**src/rtl/wb_arbiter_pkg.sv**
```systemverilog
`default_nettype none
// +--------------------------------------------------------------------------+
// | Module   : wb_arbiter_pkg                                                |
// | Purpose  : Shared types and constants for the write-back arbiter: the    |
// |            register address/data types and the queue entry layout.       |
// | Ports    : none (package)                                                |
// | Revision : 1.0 - initial release                                         |
// +--------------------------------------------------------------------------+
package wb_arbiter_pkg;

  localparam int c_reg_addr_w = 5;
  localparam int c_reg_w      = 32;

  typedef logic [c_reg_addr_w-1:0] RegAddr;
  typedef logic [c_reg_w-1:0]      Register;

  typedef struct packed {
    logic    valid;
    RegAddr  dst;
    Register data;
  } WbEntry;

  // Width of an occupancy counter able to hold 0..depth inclusive.
  function automatic int cnt_width(input int depth);
    return $clog2(depth) + 1;
  endfunction

endpackage
`default_nettype wire

```
**src/rtl/wb_arbiter_if.sv**
```systemverilog
`default_nettype none
// +--------------------------------------------------------------------------+
// | Module   : wb_arbiter_if                                                 |
// | Purpose  : Bundles the ALU result port, the load-result handshake, the   |
// |            register-file write port and the hazard query of wb_arbiter.  |
// | Modports : master - producer side (ALU, load unit, decode query)         |
// |            slave  - the arbiter                                          |
// | Revision : 1.0 - initial release                                         |
// +--------------------------------------------------------------------------+
interface wb_arbiter_if #(
  parameter int DEPTH = 4
);
  import wb_arbiter_pkg::*;

  localparam int c_cnt_w = cnt_width(DEPTH);

  logic               alu_valid;
  RegAddr             alu_dst;
  Register            alu_data;
  logic               mem_valid;
  RegAddr             mem_dst;
  Register            mem_data;
  logic               mem_ready;
  logic               write;
  RegAddr             dst;
  Register            rd;
  RegAddr             q_a;
  logic               q_busy;
  logic [c_cnt_w-1:0] count;

  modport master (
    output alu_valid, alu_dst, alu_data, mem_valid, mem_dst, mem_data, q_a,
    input  mem_ready, write, dst, rd, q_busy, count
  );

  modport slave (
    input  alu_valid, alu_dst, alu_data, mem_valid, mem_dst, mem_data, q_a,
    output mem_ready, write, dst, rd, q_busy, count
  );

endinterface
`default_nettype wire

```
**src/rtl/wb_queue.sv**
```systemverilog
`default_nettype none
// +--------------------------------------------------------------------------+
// | Module   : wb_queue                                                      |
// | Purpose  : Load-result queue with per-entry valid bits, squash by        |
// |            destination address and an address-match output.             |
// | Ports    : clk, rst_n     - clock, asynchronous active-low reset         |
// |            enq_*_i        - append an entry at the tail                  |
// |            drain_i        - remove the oldest valid entry (head_o)       |
// |            squash_*_i     - invalidate every entry with that dst         |
// |            q_a_i/match_o  - any valid entry targets q_a_i (non-zero)     |
// |            head_o         - oldest valid entry, count_o - valid entries  |
// | Revision : 1.0 - initial release                                         |
// +--------------------------------------------------------------------------+
// Entries are kept packed in age order (slot 0 oldest). Squashed and drained
// entries are removed and the survivors close up on the same edge, so holes
// never exist: the tail index equals count and a free slot is guaranteed
// whenever count < DEPTH, even right after a squash in the middle.
module wb_queue
  import wb_arbiter_pkg::*;
#(
  parameter int DEPTH = 4
) (
  input  logic                   clk,
  input  logic                   rst_n,
  input  logic                   enq_i,
  input  RegAddr                 enq_dst_i,
  input  Register                enq_data_i,
  input  logic                   drain_i,
  input  logic                   squash_i,
  input  RegAddr                 squash_dst_i,
  input  RegAddr                 q_a_i,
  output WbEntry                 head_o,
  output logic                   match_o,
  output logic [$clog2(DEPTH):0] count_o
);

  localparam int c_cnt_w = cnt_width(DEPTH);

  WbEntry             ent_q [DEPTH];
  WbEntry             ent_d [DEPTH];
  logic [c_cnt_w-1:0] count_q;
  logic [c_cnt_w-1:0] count_d;
  logic [DEPTH-1:0]   w_keep;

  always_comb begin
    for (int i = 0; i < DEPTH; i++) begin
      w_keep[i] = ent_q[i].valid
                  && !(squash_i && (ent_q[i].dst == squash_dst_i))
                  && !(drain_i && (i == 0));
    end
  end

  // Stable compaction of surviving entries followed by the optional append.
  always_comb begin
    int fill;
    fill = 0;
    for (int i = 0; i < DEPTH; i++) begin
      ent_d[i] = '0;
    end
    for (int j = 0; j < DEPTH; j++) begin
      if (w_keep[j]) begin
        for (int i = 0; i < DEPTH; i++) begin
          if (i == fill) ent_d[i] = ent_q[j];
        end
        fill = fill + 1;
      end
    end
    if (enq_i) begin
      for (int i = 0; i < DEPTH; i++) begin
        if (i == fill) ent_d[i] = '{valid: 1'b1, dst: enq_dst_i, data: enq_data_i};
      end
      fill = fill + 1;
    end
    count_d = c_cnt_w'(fill);
  end

  always_comb begin
    match_o = 1'b0;
    for (int i = 0; i < DEPTH; i++) begin
      if (ent_q[i].valid && (ent_q[i].dst == q_a_i)) match_o = 1'b1;
    end
    if (q_a_i == '0) match_o = 1'b0;
  end

  always_ff @(posedge clk or negedge rst_n) begin
    if (!rst_n) begin
      for (int i = 0; i < DEPTH; i++) begin
        ent_q[i] <= '0;
      end
      count_q <= '0;
    end else begin
      for (int i = 0; i < DEPTH; i++) begin
        ent_q[i] <= ent_d[i];
      end
      count_q <= count_d;
    end
  end

  assign head_o  = ent_q[0];
  assign count_o = count_q;

endmodule
`default_nettype wire

```
**src/rtl/wb_arbiter.sv**
```systemverilog
`default_nettype none
// +--------------------------------------------------------------------------+
// | Module   : wb_arbiter                                                    |
// | Purpose  : Arbitrates the single register-file write port between an    |
// |            unstallable ALU result and a queue of load results, with      |
// |            WAW squash of queued loads and a hazard query.                |
// | Ports    : clk, rst_n - clock, asynchronous active-low reset             |
// |            bus        - wb_arbiter_if.slave (ALU, load, write, query)    |
// | Params   : DEPTH - load queue entries, power of two in 2..16             |
// | Macro    : WB_LOAD_BYPASS_EN - when defined, a load arriving with the    |
// |            queue empty and the port free is written directly (1 cycle)   |
// | Revision : 1.0 - initial release                                         |
// +--------------------------------------------------------------------------+
module wb_arbiter
  import wb_arbiter_pkg::*;
#(
  parameter int DEPTH = 4
) (
  input  logic        clk,
  input  logic        rst_n,
  wb_arbiter_if.slave bus
);

  localparam int                 c_cnt_w = cnt_width(DEPTH);
  localparam logic [c_cnt_w-1:0] c_full  = c_cnt_w'(DEPTH);

  logic               w_alu_wr;
  logic               w_mem_acc;
  logic               w_bypass;
  logic               w_enq;
  logic               w_drain;
  logic               w_match;
  WbEntry             w_head;
  logic [c_cnt_w-1:0] w_count;

  logic    write_q, write_d;
  RegAddr  dst_q, dst_d;
  Register rd_q, rd_d;

  // A result for r0 is discarded and therefore does not occupy the port.
  assign w_alu_wr = bus.alu_valid && (bus.alu_dst != '0);

  // Readiness looks only at the registered count: a drain in the same cycle
  // does not open a slot early.
  assign bus.mem_ready = rst_n && (w_count != c_full);
  assign w_mem_acc     = bus.mem_valid && bus.mem_ready;

`ifdef WB_LOAD_BYPASS_EN
  assign w_bypass = w_mem_acc && (bus.mem_dst != '0) && (w_count == '0) && !w_alu_wr;
`else
  assign w_bypass = 1'b0;
`endif

  // r0 loads are accepted (handshake completes) but never stored.
  assign w_enq   = w_mem_acc && (bus.mem_dst != '0) && !w_bypass;
  assign w_drain = !w_alu_wr && !w_bypass && w_head.valid;

  wb_queue #(
    .DEPTH (DEPTH)
  ) u_queue (
    .clk          (clk),
    .rst_n        (rst_n),
    .enq_i        (w_enq),
    .enq_dst_i    (bus.mem_dst),
    .enq_data_i   (bus.mem_data),
    .drain_i      (w_drain),
    .squash_i     (w_alu_wr),
    .squash_dst_i (bus.alu_dst),
    .q_a_i        (bus.q_a),
    .head_o       (w_head),
    .match_o      (w_match),
    .count_o      (w_count)
  );

  always_comb begin
    write_d = 1'b0;
    dst_d   = dst_q;
    rd_d    = rd_q;
    if (w_alu_wr) begin
      write_d = 1'b1;
      dst_d   = bus.alu_dst;
      rd_d    = bus.alu_data;
    end else if (w_bypass) begin
      write_d = 1'b1;
      dst_d   = bus.mem_dst;
      rd_d    = bus.mem_data;
    end else if (w_head.valid) begin
      write_d = 1'b1;
      dst_d   = w_head.dst;
      rd_d    = w_head.data;
    end
  end

  always_ff @(posedge clk or negedge rst_n) begin
    if (!rst_n) begin
      write_q <= 1'b0;
      dst_q   <= '0;
      rd_q    <= '0;
    end else begin
      write_q <= write_d;
      dst_q   <= dst_d;
      rd_q    <= rd_d;
    end
  end

  assign bus.write  = write_q;
  assign bus.dst    = dst_q;
  assign bus.rd     = rd_q;
  assign bus.q_busy = w_match;
  assign bus.count  = w_count;

endmodule
`default_nettype wire

```
**src/flat_wrapper.sv**
```systemverilog
// flat-port wrapper written by rule: the top's interface ports become plain ports
module wb_arbiter_flat import wb_arbiter_pkg::*;
#(
  parameter int DEPTH = 4
)
  (clk, rst_n, bus_alu_valid, bus_alu_dst, bus_alu_data, bus_mem_valid, bus_mem_dst, bus_mem_data, bus_q_a, bus_mem_ready, bus_write, bus_dst, bus_rd, bus_q_busy, bus_count);
  wb_arbiter_if #(.DEPTH(DEPTH)) bus_i ();
  input  logic clk;
  input  logic rst_n;
  input wire logic [$bits(bus_i.alu_valid)-1:0] bus_alu_valid;
  input wire logic [$bits(bus_i.alu_dst)-1:0] bus_alu_dst;
  input wire logic [$bits(bus_i.alu_data)-1:0] bus_alu_data;
  input wire logic [$bits(bus_i.mem_valid)-1:0] bus_mem_valid;
  input wire logic [$bits(bus_i.mem_dst)-1:0] bus_mem_dst;
  input wire logic [$bits(bus_i.mem_data)-1:0] bus_mem_data;
  input wire logic [$bits(bus_i.q_a)-1:0] bus_q_a;
  output wire logic [$bits(bus_i.mem_ready)-1:0] bus_mem_ready;
  output wire logic [$bits(bus_i.write)-1:0] bus_write;
  output wire logic [$bits(bus_i.dst)-1:0] bus_dst;
  output wire logic [$bits(bus_i.rd)-1:0] bus_rd;
  output wire logic [$bits(bus_i.q_busy)-1:0] bus_q_busy;
  output wire logic [$bits(bus_i.count)-1:0] bus_count;
  assign bus_i.alu_valid = bus_alu_valid;
  assign bus_i.alu_dst = bus_alu_dst;
  assign bus_i.alu_data = bus_alu_data;
  assign bus_i.mem_valid = bus_mem_valid;
  assign bus_i.mem_dst = bus_mem_dst;
  assign bus_i.mem_data = bus_mem_data;
  assign bus_i.q_a = bus_q_a;
  assign bus_mem_ready = bus_i.mem_ready;
  assign bus_write = bus_i.write;
  assign bus_dst = bus_i.dst;
  assign bus_rd = bus_i.rd;
  assign bus_q_busy = bus_i.q_busy;
  assign bus_count = bus_i.count;
  wb_arbiter #(.DEPTH(DEPTH)) u_core (.clk(clk), .rst_n(rst_n), .bus(bus_i));
endmodule
```
**config.mk**
```make
export PLATFORM = sky130hd
export DESIGN_NAME = wb_arbiter_flat
export DESIGN_NICKNAME = d
export VERILOG_FILES = /design/src/rtl/wb_arbiter_pkg.sv /design/src/rtl/wb_arbiter_if.sv /design/src/rtl/wb_queue.sv /design/src/rtl/wb_arbiter.sv /design/src/flat_wrapper.sv
export SDC_FILE = /design/constraint.sdc
export NUM_CORES = 1
export LEC_CHECK = 0
export CAP_MARGIN = 40
export CELL_PAD_IN_SITES_DETAIL_PLACEMENT = 0
export CELL_PAD_IN_SITES_GLOBAL_PLACEMENT = 2
export CORE_MARGIN = 1
export CORE_UTILIZATION = 35
export CTS_CLUSTER_DIAMETER = 120
export DETAILED_ROUTE_END_ITERATION = 6
export PLACE_DENSITY = 0.81
export SYNTH_ARGS = -nofsm -noshare
export SYNTH_HDL_FRONTEND = slang
export SYNTH_SLANG_ARGS = --single-unit
```
**constraint.sdc**
```tcl
create_clock -name clk -period 5.2 [get_ports clk]
set_input_delay 0.78 -clock clk [delete_from_list [all_inputs] [get_ports clk]]
set_output_delay 0.78 -clock clk [all_outputs]
set_load 0.1 [all_outputs]
```
-- Word level (Yosys, flattened, before mapping)
Cells that the tools add are included.
- flip-flop bits (word level): 193
- input bits: 83
- logic and storage cells: 110
- $add $sub $neg: 4
- eq/ne operators: 21
- mux-type cells: 37
- reduce and logical (&&, ||, !) cells: 32
- operator list (cell ; count):
    $mux W38 ; 17
    $mux W152 ; 4
    $eq A3 B32 Y1 const A ; 8
    $mux W32 ; 5
    $eq A2 B32 Y1 const A ; 4
    $logic_not A32 Y1 ; 4
    $add A32 B2 Y32 const B ; 3
    $eq A5 B5 Y1 ; 8
    $logic_and A1 B1 Y1 ; 18
    $mux W5 ; 2
    $reduce_bool A5 Y1 ; 2
    $mux W1 ; 8
    $logic_not A1 Y1 ; 6
    $logic_not A5 Y1 ; 1
    $add A3 B2 Y3 const B ; 1
    $mux W3 ; 1
    $ne A3 B3 Y1 const B ; 1
    $reduce_bool A2 Y1 ; 1

-- Depth between registers and ports, before layout
- depth after elaboration: 16
- gate-level depth with buffers: 20
- depth with buffers taken out: 15

-- Cells and area by module
Synthesis repeated with hierarchy kept, for this count alone.
- cell total of the unflattened synthesis: 1183
- area, all modules: 11726.2 um2
- modules (own cells, without submodules) (module ; instances ; cells an instance ; area an instance (um2)):
    wb_queue ; 1 ; 1050 ; 9799.4
    wb_arbiter ; 1 ; 133 ; 1926.8

-- Least setup slack after synthesis
No wires, ideal clock.
- path type: input -> register
- start: input bus_alu_dst[3]
- end: register u_core.u_queue.ent_q[55] (netlist name)
- library setup time: 127 ps
- arrival time: 4876 ps
- data required time: 5073 ps
- slack: 197 ps
- stages: 19
- cells stage by stage: clkbuf_1 > or4_4 > o21ai_4 > o41a_1 > buf_2 > buf_1 > inv_1 > ha_1 > nand3_1 > a31oi_2 > inv_2 > clkbuf_1 > ha_1 > a311oi_4 > a21oi_2 > and3_4 > buf_6 > buf_6 > mux2_1
- RTL lines (item ; RTL line ; text):
    start: declaration ; flat_wrapper.sv:11 ; input wire logic [$bits(bus_i.alu_dst)-1:0] bus_alu_dst;
    end signal: indexed assignment ; wb_queue.sv:93 ; ent_q[i] <= ent_d[i];
    end: declaration ; wb_queue.sv:39 ; WbEntry ent_q [DEPTH];

==> impl_results.rst <==
.. list-table::
   :header-rows: 1

   * - Metric
     - Value
   * - Maximum net fanout on the critical path
     - 38
   * - Buffer cell driving the clock tree root
     - sky130_fd_sc_hd__clkbuf_16
   * - Final HPWL from detailed placement
     - 23100 um
   * - Count of yosys warnings during synthesis
     - 0
   * - Unrepaired setup endpoints after global routing
     - no
   * - Pin count of the biggest net entering global routing
     - 76
   * - Startpoint types
     - input port
   * - Data arrival time of the worst path
     - approximately 4.8 ns
   * - Total clock buffers created by CTS
     - 17
   * - Area growth syn-to-layout
     - 26.8%
   * - Number of cells traversed by the worst register-to-register path
     - 13
   * - Synth top cells by count
     - sky130_fd_sc_hd__dfrtp_1, sky130_fd_sc_hd__nand3_1, sky130_fd_sc_hd__nand2_1
   * - Setup slack after placement
     - 0.277 ns
   * - Chip width
     - around 180 um
   * - Fraction of the cycle the final worst path needs
     - 0.866
   * - Number of register bits inferred by synthesis
     - 193
   * - Main combinational cell family by area after synthesis
     - compound AO/OA/AOI/OAI gates
   * - Fraction of synthesized area in multiplexers
     - 0.0703
   * - Quantity of gates resized following cts
     - 0
   * - Fill cell instance count of the final layout
     - between 3000 and 4000
   * - Clock Sink Count
     - between 150 and 200
   * - Dominant cells by area after synthesis
     - sky130_fd_sc_hd__dfrtp_1, sky130_fd_sc_hd__nand3_1, sky130_fd_sc_hd__o21a_1
   * - Number of placement rows
     - 66
   * - Post-Place Cells
     - between 1500 and 2000
   * - Compound-gate portion of the synthesized area
     - 0.268
   * - Highest ir drop seen on vdd
     - 0.000224 V
   * - Max-slew headroom at the worst pin
     - 0.427
   * - Ratio of cells with drive above 1 in the final layout
     - 0.119
   * - Average routed wire per standard cell
     - between 20 and 25 um
   * - Residual overflow from global routing
     - 0
   * - Most common cell in the synthesized netlist
     - sky130_fd_sc_hd__dfrtp_1
   * - Clock insertion delay at the later pin of the skew report
     - ~0.45 ns
   * - Gp weighted congestion
     - 0.839
   * - Synth Cell Area
     - about 12000 um2
   * - Antenna violations before repair
     - 0
   * - Core Region
     - 32600 um2
   * - XOR/XNOR Fraction of Synth Area
     - 0.0331
   * - Global-route wire length before repair
     - 62800 um
   * - Share of the synthesized area in the top cell type
     - 0.415
   * - Number of max-slew violations in the final report
     - 0
   * - Die Y-Extent
     - 184 um
   * - Initial DRC Count
     - between 600 and 700
   * - Final-report hold violation count
     - 0
   * - Post-Synth Simple-Gate Area
     - 0.132
   * - Number of enable flip-flop cells after synthesis
     - 0
   * - Routed via count
     - about 10000
   * - Vias per Instance
     - 5.72
   * - Most area-hungry cell type in the Yosys netlist
     - sky130_fd_sc_hd__dfrtp_1
   * - Slack of the critical path
     - about 0.7 ns
   * - First drt pass iteration count
     - 5
   * - Effective utilization at floorplan
     - 0.356
   * - I/O pin count
     - ~130
   * - Distinct cell type count after synthesis
     - 54
   * - Sum of negative setup slack
     - 0 ns
   * - CTS clock-pin slew for the worst setup and hold paths
     - 0.08 ns
   * - Instance area after placement
     - 14100 um2
   * - Input/output buffers
     - approximately 130
   * - Layout Cells excl Fill
     - between 1500 and 2000
   * - Run status
     - finished, final reports clean
   * - Die Footprint
     - between 30000 and 40000 um2
   * - Skew final
     - 0.0147 ns
   * - Peak Freq
     - 0.222 GHz
   * - Mean Syn Cell Area
     - around 9 um2
   * - Final setup violation count
     - 0
   * - Adder-cell share of the synthesized area
     - 0.0118
   * - Post-layout net count
     - 1468
   * - Gate count of the mapped netlist
     - around 1300
   * - Detailed Route WL
     - 39600 um
   * - Post-synth ARST share
     - 1.00
   * - Power density relative to cell area
     - 318 nW/um2
   * - Post-detailed-route DRC marker count
     - 0
   * - H-tree depth reported by CTS
     - 4
   * - Power, Total
     - 0.00468 W
   * - Most used flip-flop cell after synthesis
     - sky130_fd_sc_hd__dfrtp_1
   * - Number of nets in the synthesized netlist
     - around 1400
   * - Total of hold buffers inserted after clock tree synthesis
     - 0
   * - Number of nets with antenna violations after routing
     - 0
   * - Worst path required time
     - 5.52 ns
   * - Max-cap viol count
     - 0
   * - Crit. End Element
     - flop
   * - CTS Buffer Depth
     - 2
   * - Clock period minus final worst setup slack
     - 4.50 ns
   * - Start-to-end type of the worst setup path
     - input port to flop
   * - Post-route cell area
     - 14700 um2
   * - GRT Overall Usage
     - 0.242
   * - Via count of the first global-routing pass
     - ~11000
   * - Count of antenna diodes in the layout
     - 0
   * - Register area share after synthesis
     - 0.415
   * - Type of the tightest min-delay check
     - input port to async pin
   * - Internal reg-to-reg setup slack
     - between 1 and 1.5 ns
   * - Total leakage power
     - around 6.2 nW
   * - Clock tree from TritonCTS
     - done
   * - Post CTS Setup Buffer Count
     - 0
   * - Transition time of the tightest slew-check pin
     - 0.860 ns
-- per-layer routing --
metal	global-route usage	part of all wire
met5	0	0
met1	0.347	0.48
met2	0.384	0.46
met3	0.0338	0.049
met4	0.0583	0.012
-- stage by stage --
| stage | utilization | hold WS (ns) |
|---|---|---|
| after floorplan | - | 0.484 |
| after global placement | 0.410 | 0.548 |
| after detailed placement | 0.432 | 0.557 |
| after CTS | 0.452 | 0.167 |
| after global routing | 0.452 | 0.162 |
| final | 0.452 | 0.177 |
-- cells by family (layout without fill, tap and decap cells) --
group / after synthesis / after routing
XOR/XNOR: 44 / 44
AO/OA/AOI/OAI: 428 / 428
multiplexers: 77 / 77
adder cells (fa/ha/maj): 11 / 11
AND/OR/NAND/NOR: 336 / 336
flip-flops: 193 / 193
buffers and inverters: 192 / 298
-- critical path: stages --
cell	delay (ns)
sky130_fd_sc_hd__clkdlybuf4s50_1	0.50
sky130_fd_sc_hd__or4_4	0.55
sky130_fd_sc_hd__o21ai_4	0.21
sky130_fd_sc_hd__o41a_2	0.21
sky130_fd_sc_hd__inv_1	0.05
sky130_fd_sc_hd__ha_1	0.33
sky130_fd_sc_hd__xnor2_1	0.22
sky130_fd_sc_hd__inv_1	0.09
sky130_fd_sc_hd__ha_1	0.19
sky130_fd_sc_hd__ha_1	0.32
sky130_fd_sc_hd__a311oi_4	0.06
sky130_fd_sc_hd__a21oi_2	0.26
sky130_fd_sc_hd__and3_4	0.65
sky130_fd_sc_hd__mux2_2	0.41
-- state kept, by name, summed over array words and instances, names as in the netlist --
name and count:
u_core.u_queue.head_o 38, u_core.bus.dst 5, u_core.bus.write 1, u_core.u_queue.ent_q 114
u_core.u_queue.count_o 3, u_core.bus.rd 32
-- cells in the final DEF (no fill, tap or decap), drive strengths merged, types with 3 or more instances in the layout --
cell type      count
a2bb2oi            5
o2bb2ai            5
and2               5
clkdlybuf4s50    123
xor2              24
o21a              71
a21o              32
or4                3
mux2              37
nand3            153
xnor2             20
o311a              5
clkbuf            18
nand2            121
clkinv             4
nor2              38
buf               89
o211ai            69
o21ai             80
a211oi            34
dfrtp            193
nor4               5
o22a              32
mux2i             40
a21oi             12
a22o              32
a31oi             36
inv               58
bufinv             4
a211o              7
ha                11
and3               4
-- final timing paths --
check | endpoint | start
max in group asynchronous | u_core.u_queue.ent_q[87] | rst_n
min reg2reg | u_core.bus.dst[0] | u_core.bus.dst[0]
max | u_core.u_queue.ent_q[50] | bus_alu_dst[3]
min in group clk | u_core.bus.dst[0] | u_core.bus.dst[0]
max reg2reg | u_core.u_queue.ent_q[50] | u_core.u_queue.head_o[33]
min | u_core.bus.rd[26] | rst_n
-- final cells by class --
type                       count  area, um2  area share
timing repair buffer         213       2380       0.162
clock buffer                  17        425      0.0289
sequential                   193       4830       0.328
clock inverter                15        225      0.0153
multi-input combinational    896       6130       0.416
inverter                      53        199      0.0135
tap                          442        553      0.0375
-- power breakdown --
part / leakage (nW) / internal, W / switching [W]
Sequential: 2.59 / 0.00163 / 0.0000999
Combinational: 3.32 / 0.000554 / 0.000916
Clock: 0.313 / 0.000825 / 0.000663
Total: 6.23 / 0.00300 / 0.00168
Power figures use the tool's default switching activity.
